## config.mk

```make
export PLATFORM = sky130hd
export DESIGN_NAME = ps2_host_tx
export DESIGN_NICKNAME = d
export VERILOG_FILES = /design/src/rtl/ps2_host_tx.sv
export SDC_FILE = /design/constraint.sdc
export NUM_CORES = 1
export LEC_CHECK = 0
export BUFFER_PORTS_ARGS = -buffer_cell sky130_fd_sc_hd__buf_2
export CORE_MARGIN = 10
export CORE_UTILIZATION = 54
export CTS_CLUSTER_SIZE = 25
export DETAILED_ROUTE_END_ITERATION = 7
export GPL_TIMING_DRIVEN = 0
export PLACE_DENSITY = 0.75
export REMOVE_ABC_BUFFERS = 1
export SLEW_MARGIN = 30
export SYNTH_ARGS = -nofsm -noshare
export SYNTH_HDL_FRONTEND = slang
export SYNTH_SLANG_ARGS = --single-unit
```

## constraint.sdc

```tcl
create_clock -name clk -period 2.3 [get_ports clk]
set_input_delay 0.115 -clock clk [delete_from_list [all_inputs] [get_ports clk]]
set_output_delay 0.115 -clock clk [all_outputs]
set_load 0.05 [all_outputs]
```

## src/rtl/ps2_host_tx.sv

```systemverilog
// Host-to-device PS/2 transmitter: inhibit, request-to-send, shift on device clock, ACK check.
// Define PS2_TX_RESEND_EN to retransmit a NACKed or timed-out byte up to two more times.
module ps2_host_tx #(
  parameter int INHIBIT_CYCLES = 5000,
  parameter int TIMEOUT_CYCLES = 1000000,
  parameter int FILTER_LEN     = 8
) (
  input  logic       clk,
  input  logic       rst,
  input  logic       PS2C,
  input  logic       PS2D,
  output logic       ps2c_oe,
  output logic       ps2d_oe,
  input  logic [7:0] tx_data,
  input  logic       tx_valid,
  output logic       tx_ready,
  output logic       tx_active,
  output logic       tx_done,
  output logic       tx_err
);
  localparam int INH_W = $clog2(INHIBIT_CYCLES + 1);
  localparam int TO_W  = $clog2(TIMEOUT_CYCLES + 1);

  typedef enum logic [2:0] {
    S_IDLE, S_INHIBIT, S_REQ, S_WAIT_CLK, S_ACK, S_WAIT_IDLE
  } state_t;

  state_t                state_q, state_d;
  logic [FILTER_LEN-1:0] cfilt_q, cfilt_d, dfilt_q, dfilt_d;
  logic                  ps2cf_q, ps2cf_d, ps2df_q, ps2df_d, ps2cf_prev_q;
  logic [INH_W-1:0]      inh_cnt_q, inh_cnt_d;
  logic [TO_W-1:0]       to_cnt_q, to_cnt_d;
  logic [3:0]            bit_cnt_q, bit_cnt_d;
  logic [9:0]            shift_q, shift_d;
  logic                  dbit_q, dbit_d;
  logic                  done_q, done_d, err_q, err_d;
  logic                  fall, accept, timeout, fail;
`ifdef PS2_TX_RESEND_EN
  logic [7:0]            data_q, data_d;
  logic [1:0]            retry_q, retry_d;
`endif

  // Glitch filter: the filtered level only flips once the whole window agrees.
  always_comb begin
    cfilt_d = {cfilt_q[FILTER_LEN-2:0], PS2C};
    dfilt_d = {dfilt_q[FILTER_LEN-2:0], PS2D};
    ps2cf_d = (&cfilt_q) ? 1'b1 : ((~|cfilt_q) ? 1'b0 : ps2cf_q);
    ps2df_d = (&dfilt_q) ? 1'b1 : ((~|dfilt_q) ? 1'b0 : ps2df_q);
  end

  assign fall    = ps2cf_prev_q & ~ps2cf_q;
  assign accept  = tx_valid & tx_ready;
  assign timeout = (to_cnt_q == TO_W'(TIMEOUT_CYCLES - 1));

  always_ff @(posedge clk) begin
    if (rst) begin
      state_q      <= S_IDLE;
      cfilt_q      <= '1;
      dfilt_q      <= '1;
      ps2cf_q      <= 1'b1;
      ps2df_q      <= 1'b1;
      ps2cf_prev_q <= 1'b1;
      inh_cnt_q    <= '0;
      to_cnt_q     <= '0;
      bit_cnt_q    <= '0;
      done_q       <= 1'b0;
      err_q        <= 1'b0;
`ifdef PS2_TX_RESEND_EN
      retry_q      <= '0;
`endif
    end else begin
      state_q      <= state_d;
      cfilt_q      <= cfilt_d;
      dfilt_q      <= dfilt_d;
      ps2cf_q      <= ps2cf_d;
      ps2df_q      <= ps2df_d;
      ps2cf_prev_q <= ps2cf_q;
      inh_cnt_q    <= inh_cnt_d;
      to_cnt_q     <= to_cnt_d;
      bit_cnt_q    <= bit_cnt_d;
      done_q       <= done_d;
      err_q        <= err_d;
`ifdef PS2_TX_RESEND_EN
      retry_q      <= retry_d;
`endif
    end
    shift_q <= shift_d;
    dbit_q  <= dbit_d;
`ifdef PS2_TX_RESEND_EN
    data_q  <= data_d;
`endif
  end

  always_comb begin
    state_d   = state_q;
    inh_cnt_d = inh_cnt_q;
    to_cnt_d  = to_cnt_q;
    bit_cnt_d = bit_cnt_q;
    shift_d   = shift_q;
    dbit_d    = dbit_q;
    done_d    = 1'b0;
    err_d     = 1'b0;
    fail      = 1'b0;
`ifdef PS2_TX_RESEND_EN
    data_d    = data_q;
    retry_d   = retry_q;
`endif
    case (state_q)
      S_IDLE: begin
        if (accept) begin
          shift_d   = {1'b1, ~^tx_data, tx_data};
          bit_cnt_d = '0;
          inh_cnt_d = '0;
          state_d   = S_INHIBIT;
`ifdef PS2_TX_RESEND_EN
          data_d    = tx_data;
          retry_d   = '0;
`endif
        end
      end
      S_INHIBIT: begin
        if (inh_cnt_q == INH_W'(INHIBIT_CYCLES - 1)) state_d = S_REQ;
        else inh_cnt_d = inh_cnt_q + 1'b1;
      end
      S_REQ: begin
        to_cnt_d = '0;
        dbit_d   = 1'b0;
        state_d  = S_WAIT_CLK;
      end
      S_WAIT_CLK: begin
        to_cnt_d = to_cnt_q + 1'b1;
        if (timeout) begin
          fail = 1'b1;
        end else if (fall) begin
          dbit_d    = shift_q[0];
          shift_d   = {1'b0, shift_q[9:1]};
          bit_cnt_d = bit_cnt_q + 1'b1;
          if (bit_cnt_q == 4'd9) state_d = S_ACK;
        end
      end
      S_ACK: begin
        to_cnt_d = to_cnt_q + 1'b1;
        if (timeout) fail = 1'b1;
        else if (fall) begin
          if (!ps2df_q) state_d = S_WAIT_IDLE;
          else fail = 1'b1;
        end
      end
      S_WAIT_IDLE: begin
        to_cnt_d = to_cnt_q + 1'b1;
        if (timeout) fail = 1'b1;
        else if (ps2cf_q && ps2df_q) begin
          done_d  = 1'b1;
          state_d = S_IDLE;
        end
      end
      default: state_d = S_IDLE;
    endcase

    if (fail) begin
`ifdef PS2_TX_RESEND_EN
      if (retry_q != 2'd2) begin
        retry_d   = retry_q + 1'b1;
        shift_d   = {1'b1, ~^data_q, data_q};
        bit_cnt_d = '0;
        inh_cnt_d = '0;
        state_d   = S_INHIBIT;
      end else begin
        err_d   = 1'b1;
        state_d = S_IDLE;
      end
`else
      err_d   = 1'b1;
      state_d = S_IDLE;
`endif
    end
  end

  always_comb begin
    ps2c_oe = 1'b0;
    ps2d_oe = 1'b0;
    case (state_q)
      S_INHIBIT:  ps2c_oe = 1'b1;
      S_REQ: begin
        ps2c_oe = 1'b1;
        ps2d_oe = 1'b1;
      end
      S_WAIT_CLK: ps2d_oe = ~dbit_q;
      default: begin
        ps2c_oe = 1'b0;
        ps2d_oe = 1'b0;
      end
    endcase
    tx_ready  = (state_q == S_IDLE) & ps2cf_q & ps2df_q;
    tx_active = (state_q != S_IDLE);
    tx_done   = done_q;
    tx_err    = err_q;
  end

endmodule
```

## After elaboration in Yosys (flattened, before gate mapping)

Index checks and enable logic that the tools add are counted.

| storage, ports and cells | value |
|---|---|
| logic and storage cells | 100 |
| output and inout port bits | 6 |
| flip-flop bits (word level) | 72 |

| operators by class | value |
|---|---|
| multiplexer cells | 35 |
| reductions and logical operators | 23 |
| add/subtract/negate cells | 3 |
| bitwise logic cells | 7 |
| eq/ne operators | 19 |

Operators with widths:

| kind | count |
|---|---|
| $pmux W20 S2 | 1 |
| $mux W10 | 3 |
| $mux W3 | 10 |
| $mux W13 | 2 |
| $pmux W13 S2 | 1 |
| $ne A2 B2 Y1 const B | 11 |
| $add A20 B1 Y20 const B | 1 |
| $eq A20 B20 Y1 const B | 1 |
| $pmux W10 S2 | 1 |
| $pmux W3 S6 | 1 |
| $reduce_and A8 Y1 | 2 |
| $reduce_or A8 Y1 | 2 |
| $add A13 B1 Y13 const B | 1 |
| $eq A13 B13 Y1 const B | 1 |
| $mux W4 | 3 |
| $reduce_and A10 Y1 | 1 |
| $reduce_or A2 Y1 | 5 |
| $mux W1 | 9 |
| $pmux W4 S2 | 1 |
| $reduce_bool A2 Y1 | 4 |
| $reduce_xnor A8 Y1 | 1 |
| $eq A3 B2 Y1 const B | 2 |
| $eq A3 B3 Y1 const B | 2 |
| $pmux W1 S2 | 3 |
| 11 further kinds | 18 |

## Depth between registers and ports, before layout

Gate-level depths: netlist of run 1.

| logic depth | value |
|---|---|
| depth after elaboration | 6 |
| gate-level depth with buffers | 8 |

## Worst setup path after synthesis of run 1

OpenSTA, ideal clock, no wires.

| timing | value |
|---|---|
| path kind | reg-to-reg |
| from | reg state_q[1] |
| to | reg shift_q[0], enable pin |
| slack | -236 ps |
| data arrival time | 2155 ps |
| stages on the path, launching flop included | 7 |
| data required time | 1920 ps |
| library setup time | 380 ps |
| path buffers | 2 |
| path through | dfxtp_1 > buf_2 > or3_4 > or3_1 > buf_6 > mux2_4 > a21oi_1 |

| on the way | value |
|---|---|
| cells in the longest elaborated chain, start to end | 6 |
| elaborated cells between the ends (all ways) | 10 |

Ends and longest elaborated chain:

| element | line | RTL |
|---|---|---|
| from (decl) | 28 | `state_t state_q, state_d;` |
| from (signal assigned) | 72 | `state_q <= state_d;` |
| $logic_not A3 Y1 | 108, 194 |  |
| $and A1 B1 Y1 (2 in series) | 194 | `tx_ready = (state_q == S_IDLE) & ps2cf_q & ps2df_q;` |
| $and A1 B1 Y1 | 52 | `assign accept = tx_valid & tx_ready;` |
| $ne A2 B2 Y1 (no source line) | - |  |
| $reduce_and A4 Y1 (no source line) (*) | - |  |
| to (signal assigned) | 87 | `shift_q <= shift_d;` |
| to (decl) | 34 | `logic [9:0] shift_q, shift_d;` |

Every way passes the cells marked *; elsewhere a longest branch is shown, timed or not.
A chain may end at the register's enable or synchronous reset.

## Final worst setup path of run 1

| timing | value |
|---|---|
| from | reg to_cnt_q[12] |
| to | reg shift_q[2], enable pin |

| on the way | value |
|---|---|
| cells in the longest elaborated chain, start to end | 3 |

Ends and longest elaborated chain:

| element | line | RTL |
|---|---|---|
| from (decl) | 32 | `logic [TO_W-1:0] to_cnt_q, to_cnt_d;` |
| from (signal assigned) | 79 | `to_cnt_q <= to_cnt_d;` |
| $eq A20 B20 Y1 | 53 | `assign timeout = (to_cnt_q == TO_W'(TIMEOUT_CYCLES - 1));` |
| $ne A2 B2 Y1 (no source line) | - |  |
| $reduce_and A4 Y1 (no source line) | - |  |

No other way between the ends.

==> results.yml, run 1 <==
outcome:
  outcome: "finished clean"
routing:
  wl_um: 7000
  drc: 0
  detailroute.via_count: 2774
  drt_iter0_drc: 216
  drt_pre_antenna_iters: 4
  wl_per_cell_um: 14.5
  vias_per_cell: 5.74
  ant_nets: 0
critical_path:
  crit_type: "reg2reg"
  crit_family: "simple AND/OR/NAND/NOR gates"
  crit_slowest_cell: "or4b_1"
  crit_path_start_kind: "flop"
  max_stage_delay_ns: 0.58
  arrival_ns: 2.32
  worst-path-buf-inv: 1
  cp-end-kind: "flop"
  worstPathRequired_ns: 2.41
  worstPathMaxFanout: 10
  crit_chain: "or4b_1, nor4_4, and2_1, a21oi_4, buf_12"
synth:
  yosys_warnings: 0
  synth_top_cell_by_area: "dfxtp_1"
  avgSynthCellArea_um2: 8.92
  seq_area_frac_synth: 0.461
  synth_edf_count: 11
  syn_area_um2: 3360
  syn-instance-count: 377
  synthArstFlopShare: 0
  ys_ff_latch: 72
  synth_top_area_frac: 0.363
  synth_flop_cell: "dfxtp_1"
  synth.area.top_cells: "dfxtp_1 36%, edfxtp_1 9.8%, nand2_1 6.5%"
  ys_types: 56
global_routing:
  grt_util_met2: 0.226
  grt_max_degree: 40
  overflow: 0
  grt_pass1_vias: 2563
  grtUsageMet1: 0.179
  grt_usage: 0.145
  grt_pass1_wl_um: 11900
  antenna_found_initial: 0
  grt_use_met3: 0.0447
  busiest_layer: "met2"
sta:
  fmax_mhz: 452
  slew_viol_final: 0
  skew_ns: 0.0119
  period_share: 0.962
  min_period_ns: 2.21
  hold_viol_final: 0
  rsz0062_at_grt: "no"
  worst_pin_slew_ns: 0.604
  slew_headroom: 0.597
  setup_viol: 0
  worst_slack_ns: 0.0863
floorplanning:
  dieArea_um2: 9790
  core_um2: 5990
  die_h_um: 98.9
  start_util: 0.561
  rows: 28
  ios: 19
  fp.dieW_um: 98.9
pwr:
  total_power_mw: 3.64
  total_leakage_power_nw: 1.40
  p_per_area_nw_per_um2: 936
  max-vdd-ir-drop_mv: 0.721
placed_design:
  place.gp.congestion: 0.833
  preCtsSetupSlack_ns: -0.589
  dpl.hpwl_um: 4550
  portBuffers: 18
cts:
  cts_tree: "yes"
  cts.sinks: 72
  clockBufferDepth: 2
  cts-htree-levels: 3
  path_clk_slew_ns: 0.08
  insertion_delay_ns: 0.35
  cts_buffers: 9
  cts-root-buf: "clkbuf_8"
layout:
  final_net_count: 420
  multi_input_area_um2: 1760
  syn_to_final_growth_pct: 15.7
  seq_area_um2: 1560
  drive_gt1_frac: 0.196
  n_antenna_cell: 0
  nFillCells: 499
flow_run:
  drv_cap: 0
worst_hold_path:
  hp-class: "in2reg"
## layout make-up
| cell class | instances | share of cell area |
|---|---|---|
| Sequential cell | 72 | 0.400 |
| Tap cell | 75 | 0.0241 |
| Clock buffer | 11 | 0.0389 |
| Multi-Input combinational cell | 282 | 0.453 |
| Inverter | 8 | 0.00772 |
| Clock inverter | 5 | 0.0261 |
| Timing Repair Buffer | 30 | 0.0508 |
## state kept, by name, indices dropped and copies added, names as in the netlist
register / flops
tx_done: 1
inh_cnt_q: 13
tx_err: 1
shift_q: 10
state_q: 3
dbit_q: 1
bit_cnt_q: 4
ps2df_q: 1
to_cnt_q: 20
cfilt_q: 8
ps2cf_q: 1
ps2cf_prev_q: 1
dfilt_q: 8
## worst paths after layout
path / start / end / slack, ns / depth (start not counted)
worst min-delay path: tx_data[6] / shift_q[6]$_DFFE_PP_ / 0.07 / 3
worst min register to register: cfilt_q[5]$_SDFF_PP1_ / cfilt_q[6]$_SDFF_PP1_ / 0.45 / 1
worst max-delay path: to_cnt_q[12]$_SDFFE_PP0P_ / shift_q[2]$_DFFE_PP_ / 0.09 / 5
worst max register to register: to_cnt_q[12]$_SDFFE_PP0P_ / shift_q[2]$_DFFE_PP_ / 0.09 / 5
## cells in the mapped netlist (2+ instances only)
library cell	instances
nor3_1	3
mux2_2	4
dfxtp_1	61
xnor2_1	21
o311ai_0	2
nor2_1	34
or2_2	18
nand3_1	15
ha_1	4
or4_1	5
or4b_2	2
buf_2	3
a311oi_1	2
o21ai_0	4
a31oi_1	4
nor2b_1	2
nand4_1	17
nor3b_1	2
nand2_1	58
and2_1	4
o31ai_1	3
and4_1	3
a21oi_1	20
o211ai_1	7
nor4_1	2
buf_1	2
o2111ai_1	3
nand2b_1	4
a211oi_1	7
o211a_1	2
or3_1	7
edfxtp_1	11
or4b_1	2
and3_1	3
clkbuf_1	9
inv_1	7
## cells by family after synthesis
group	Yosys count	share of synthesized area
and+or+nand+nor	185	0.282
DFF	72	0.461
AOI/OAI and AO/OA	66	0.137
buffers and inverters	23	0.0290
xor gates and xnor gates	22	0.0573
muxes	5	0.0179
adders and majority gates	4	0.0149
## per-layer routing
layer  vias to the layer above  share of wire
met5                         -              0
met4                         0          0.012
met3                         9          0.043
met2                        51           0.48
met1                      1299           0.47
li1                       1415              -
## through the flow
stage | instance area, um2 | setup TNS [ns] | hold slack (ns) | util | std cells
4_1_cts | 3830 | 0 | 0.0550 | 0.639 | 475
2_1_floorplan | 3300 | -4.07 | 0.184 | - | 362
6_report | 3890 | 0 | 0.0659 | 0.649 | 483
3_3_place_gp | 3480 | -13.06 | 0.298 | 0.581 | 455
3_5_place_dp | 3480 | -10.48 | 0.299 | 0.581 | 455
5_1_grt | 3890 | 0 | 0.0589 | 0.649 | 483
## worst reg2reg max path: cells and delay by family (launching register included)
kind | cells | cell delay, ns
buffers and inverters | 1 | 0.15
and+or+nand+nor | 3 | 1.37
DFF | 1 | 0.37
AOI/OAI and AO/OA | 1 | 0.10
## power by group
group | leakage, nW | switching (mW) | total (mW) | internal [mW]
sequential | 0.597 | 0.0923 | 1.49 | 1.39
combinational | 0.677 | 0.587 | 0.916 | 0.329
clock | 0.130 | 0.460 | 1.24 | 0.778
total | 1.40 | 1.14 | 3.64 | 2.50
## repair_timing
item / CTS / global route
endpoints found under the setup margin: 44 / 27
setup buffers: 2 / 8
hold buffers: 2 / 0
gates resized for setup: 8 / 2
hold endpoints to repair: 2 / 0
pin swaps: 1 / 3
## cells in the final DEF (no fill, tap or decap), types with 3 or more instances in the layout
master     Yosys  final
dfxtp_1       61     58
and4_1         3      3
or2_2         18     18
inv_1          7      7
o211ai_1       7      7
buf_4          0      9
and2_1         4      4
nand4_1       17     17
o21ai_0        4      4
buf_2          3     18
ha_1           4      4
a21oi_1       20     19
o31ai_1        3      3
dfxtp_2        0      3
or4_1          5      5
o2111ai_1      3      3
clkbuf_8       0     11
nor2_1        34     34
and3_1         3      3
nand3_1       15     15
or3_1          7      6
nand2_1       58     58
bufinv_16      0      3
mux2_2         4      4
nand2b_1       4      4
a211oi_1       7      7
a31oi_1        4      4
xnor2_1       21     21
nor3_1         3      3
edfxtp_1      11     11
(Power assumes the default switching activity.)
==> run 2, diff against run 1 <==
--- a/config.mk
+++ b/config.mk
@@ -12,6 +12,7 @@
 export DETAILED_ROUTE_END_ITERATION = 7
 export GPL_TIMING_DRIVEN = 0
 export PLACE_DENSITY = 0.75
+export RECOVER_POWER = 100
 export REMOVE_ABC_BUFFERS = 1
 export SLEW_MARGIN = 30
 export SYNTH_ARGS = -nofsm -noshare
==> results.yml, run 2 (same netlist as run 1, synthesis figures left out) <==
layout:
  n_antenna_cell: 0
  final_cell_count_no_fill: 483
  final_cell_area_um2: 3870
  reg.largest.list: "to_cnt_q (20), inh_cnt_q (13), shift_q (10)"
  largest_reg_flops: 20
  nFillCells: 503
  largest-register: "to_cnt_q"
  drive_gt1_frac: 0.172
  final_net_count: 420
  final_cell_mix: "58 x nand2_1, 58 x dfxtp_1, 34 x nor2_1"
  syn_to_final_growth_pct: 15.0
cts:
  clockBufferDepth: 2
  path_clk_slew_ns: 0.07
  cts-root-buf: "clkbuf_8"
  cts-htree-levels: 3
  insertion_delay_ns: 0.35
  cts_buffers: 9
  cts.sinks: 72
  cts_tree: "yes"
placed_design:
  preCtsSetupSlack_ns: -0.589
  placed_cell_area_um2: 3480
  place.gp.congestion: 0.833
  dp_cells: 455
  dpl.hpwl_um: 4550
  portBuffers: 18
routing:
  route.layer.met1.wl_um: 3220
  ant_nets: 0
  wl_um: 6940
  wl_met2_um: 3290
  drt_iter0_drc: 204
  dr_wl_met3_um: 291
  drt_pre_antenna_iters: 4
  drc: 0
  topRoutingLayerUsed: "met4"
  wl_per_cell_um: 14.4
  vias_per_cell: 5.73
  detailroute.via_count: 2766
pwr:
  total_power_mw: 3.61
  p_per_area_nw_per_um2: 933
  max-vdd-ir-drop_mv: 0.726
  total_leakage_power_nw: 1.37
critical_path:
  crit_type: "reg2reg"
  worst-path-buf-inv: 1
  worstPathMaxFanout: 10
  worstPathRequired_ns: 2.41
  crit_path_start_kind: "flop"
  startpoint: "to_cnt_q[12]$_SDFFE_PP0P_"
  crit_family: "simple AND/OR/NAND/NOR gates"
  max_stage_delay_ns: 0.57
  arrival_ns: 2.32
  r2r_start: "to_cnt_q[12]$_SDFFE_PP0P_"
  crit_slowest_cell: "or4b_1"
  crit_chain: "or4b_1, nor4_4, and2_1, a21oi_4, buf_12"
  cp-end-kind: "flop"
floorplanning:
  core_um2: 5990
  rows: 28
  fp.dieW_um: 98.9
  ios: 19
  dieArea_um2: 9790
  start_util: 0.561
  die_h_um: 98.9
sta:
  slew_headroom: 0.595
  skew_ns: 0.0119
  fmax_mhz: 452
  hold_viol_final: 0
  period_share: 0.962
  worst_slack_ns: 0.0866
  rsz0062_at_grt: "no"
  worst_pin_slew_ns: 0.608
  slew_viol_final: 0
  setup_viol: 0
  min_period_ns: 2.21
global_routing:
  grt_max_degree: 40
  grt_pass1_vias: 2563
  overflow: 0
  grt_pass1_wl_um: 11900
  grt_usage: 0.145
  antenna_found_initial: 0
worst_hold_path:
  hp-class: "in2reg"
  hp-start: "tx_data[3]"
outcome:
  outcome: "finished clean"
flow_run:
  drv_cap: 0
run 2: worst paths after layout:
check | end | slack (ns) | cells past startpoint
hold / removal | shift_q[3]$_DFFE_PP_ | 0.06 | 3
hold reg to reg | cfilt_q[6]$_SDFF_PP1_ | 0.45 | 1
setup reg to reg | shift_q[1]$_DFFE_PP_ | 0.09 | 5
setup / recovery | shift_q[1]$_DFFE_PP_ | 0.09 | 5
run 2: stage by stage:
step	utilization	TNS, ns	hold slack, ns
after floorplan	-	-4.07	0.184
after global placement	0.581	-13.06	0.298
after detailed placement	0.581	-10.48	0.299
after CTS	0.639	0	0.0550
after global routing	0.646	0	0.0589
final	0.646	0	0.0648
run 2: worst min-delay path: stages:
cell     delay [ns]
buf_2          0.09
nand2_1        0.04
nand2_1        0.05
run 2: final cells by class:
cell class / count / area [um2] / share of cell area
clock inverters: 5 / 101 / 0.0262
inverters: 8 / 30.0 / 0.00776
repair buffers: 30 / 176 / 0.0456
flip-flops and latches: 72 / 1560 / 0.402
well taps: 75 / 93.8 / 0.0243
clock buffers: 11 / 151 / 0.0391
multi-input cells: 282 / 1760 / 0.455
run 2: power breakdown:
part / internal, mW / switching, mW
clock: 0.778 / 0.461
combinational: 0.297 / 0.586
sequential: 1.39 / 0.0915
run 2: timing repair:
action / 4_1_cts / 5_1_grt
endpoints found under the hold margin: 2 / 0
hold buffers: 2 / 0
endpoints found under the setup margin: 44 / 27
pin swaps: 1 / 3
resized for setup: 8 / 2
buffers inserted: 2 / 8
run 2: routing by layer:
layer,track usage,vias to the layer above
li1,-,1415
met1,0.179,1289
met2,0.226,50
met3,0.0447,12
met4,0.0628,0
met5,0,-
==> run 3, diff against run 2 <==
--- a/config.mk
+++ b/config.mk
@@ -5,11 +5,11 @@
 export SDC_FILE = /design/constraint.sdc
 export NUM_CORES = 1
 export LEC_CHECK = 0
-export BUFFER_PORTS_ARGS = -buffer_cell sky130_fd_sc_hd__buf_2
 export CORE_MARGIN = 10
-export CORE_UTILIZATION = 54
+export CORE_UTILIZATION = 57
 export CTS_CLUSTER_SIZE = 25
 export DETAILED_ROUTE_END_ITERATION = 7
+export DONT_BUFFER_PORTS = 1
 export GPL_TIMING_DRIVEN = 0
 export PLACE_DENSITY = 0.75
 export RECOVER_POWER = 100
==> results.yml, run 3 (same netlist as run 1, synthesis figures left out) <==
outcome:
  outcome: "finished clean"
global_routing:
  grt_util_met2: 0.235
  grt_max_degree: 38
  grt_use_met3: 0.0433
  grt_pass1_vias: 2583
  grt_usage: 0.147
  antenna_found_initial: 0
  busiest_layer: "met2"
  overflow: 0
  grt_pass1_wl_um: 11800
  grtUsageMet1: 0.176
critical_path:
  max_stage_delay_ns: 0.51
  cp-end-kind: "flop"
  worstPathMaxFanout: 10
  arrival_ns: 2.49
  timing.critical_path.mode_cell: "or3_4"
  crit_slowest_cell: "or3_4"
  crit_path_start_kind: "flop"
  worstPathRequired_ns: 2.59
  crit_chain: "or3_4, or3_4, mux2_4, or4b_1, nand2_1"
  crit_type: "reg2reg"
sta:
  fmax_mhz: 455
  slew_viol_final: 0
  skew_ns: 0.00913
  worst_pin_slew_ns: 1.07
  setup_viol: 0
  period_share: 0.956
  rsz0062_at_grt: "no"
  min_period_ns: 2.20
  whs_ns: 0.0261
  hold_viol_final: 0
  slew_headroom: 0.289
pwr:
  p_per_area_nw_per_um2: 865
  max-vdd-ir-drop_mv: 0.445
  total_leakage_power_nw: 1.32
layout:
  layout_commonest_cell: "dfxtp_1"
  final_cell_mix: "59 x dfxtp_1, 57 x nand2_1, 34 x nor2_1"
  final_cell_area_um2: 3820
  syn_to_final_growth_pct: 13.5
  drive_gt1_frac: 0.148
  multi_input_area_um2: 1760
  seq_area_um2: 1560
  largest_reg_flops: 20
  reg.largest.list: "to_cnt_q (20), inh_cnt_q (13), shift_q (10)"
  largest-register: "to_cnt_q"
  n_antenna_cell: 0
  nFillCells: 464
  final_net_count: 410
routing:
  drt_pre_antenna_iters: 4
  detailroute.via_count: 2738
  drc: 0
  wl_per_cell_um: 15.1
  drt_iter0_drc: 130
  ant_nets: 0
  wl_um: 7090
  vias_per_cell: 5.83
cts:
  cts_tree: "yes"
  path_clk_slew_ns: 0.07
  cts-root-buf: "clkbuf_8"
  insertion_delay_ns: 0.35
  cts_buffers: 9
  clockBufferDepth: 2
  cts.sinks: 72
  cts-htree-levels: 3
floorplanning:
  die_h_um: 96.8
  ios: 19
  start_util: 0.600
  core_um2: 5610
  dieArea_um2: 9370
  rows: 27
  fp.dieW_um: 96.8
placed_design:
  placed_cell_area_um2: 3390
  place.gp.congestion: 0.795
  portBuffers: 0
  dpl.hpwl_um: 4520
worst_hold_path:
  hp-class: "in2reg"
flow_run:
  drv_cap: 0
==> run 3: path summary, 6_finish.rpt <==
path                                     to  slack [ns]  cells after the start                    start
setup / recovery  bit_cnt_q[0]$_SDFFE_PP0P_        0.10                      5  state_q[1]$_SDFFE_PP0P_
hold / removal      state_q[0]$_SDFFE_PP0P_        0.03                      3                      rst
setup reg to reg  bit_cnt_q[0]$_SDFFE_PP0P_        0.10                      5  state_q[1]$_SDFFE_PP0P_
hold reg to reg       cfilt_q[6]$_SDFF_PP1_        0.44                      1    cfilt_q[5]$_SDFF_PP1_
==> run 3: per-stage QoR <==
stage / util / TNS [ns] / std cells / worst slack, ns / power (mW)
6_report: 0.681 / 0 / 470 / 0.100 / 3.30
5_1_grt: 0.681 / 0 / 470 / 0.0205 / 3.46
4_1_cts: 0.682 / 0 / 470 / 0.0173 / 3.35
3_5_place_dp: 0.604 / -15.14 / 434 / -0.819 / 2.20
3_3_place_gp: 0.604 / -13.67 / 434 / -0.767 / 2.19
2_1_floorplan: - / -4.07 / 362 / -0.389 / 2.06
==> run 3: report_power, final <==
group | total [mW] | internal (mW) | switching [mW]
registers | 1.49 | 1.40 | 0.0917
logic | 0.839 | 0.275 | 0.563
clock network | 0.978 | 0.501 | 0.477
==> run 3: layer usage <==
metal	wire (um)	share of wire
met5	0	0
met3	223	0.031
met2	3450	0.49
met1	3290	0.46
met4	123	0.017
==> run 3: final cells by class <==
type / count / area share
Timing Repair Buffer: 20 / 0.0482
Tap cell: 72 / 0.0236
Inverter: 8 / 0.00786
Multi-Input combinational cell: 282 / 0.462
Clock inverter: 7 / 0.0187
Sequential cell: 72 / 0.408
Clock buffer: 9 / 0.0324
==> run 3: repair_timing <==
action | 4_1_cts | 5_1_grt
resized for setup | 9 | 3
setup buffers | 9 | 0
hold buffers | 11 | 0
pin swaps | 3 | 2
endpoints found under the hold margin | 46 | 0
endpoints found under the setup margin | 43 | 15
==> run 3: critical path: cells and delay by family, from the launching register on <==
kind | cells | cell delay [ns]
muxes | 1 | 0.30
DFF | 1 | 0.39
and+or+nand+nor | 4 | 1.46
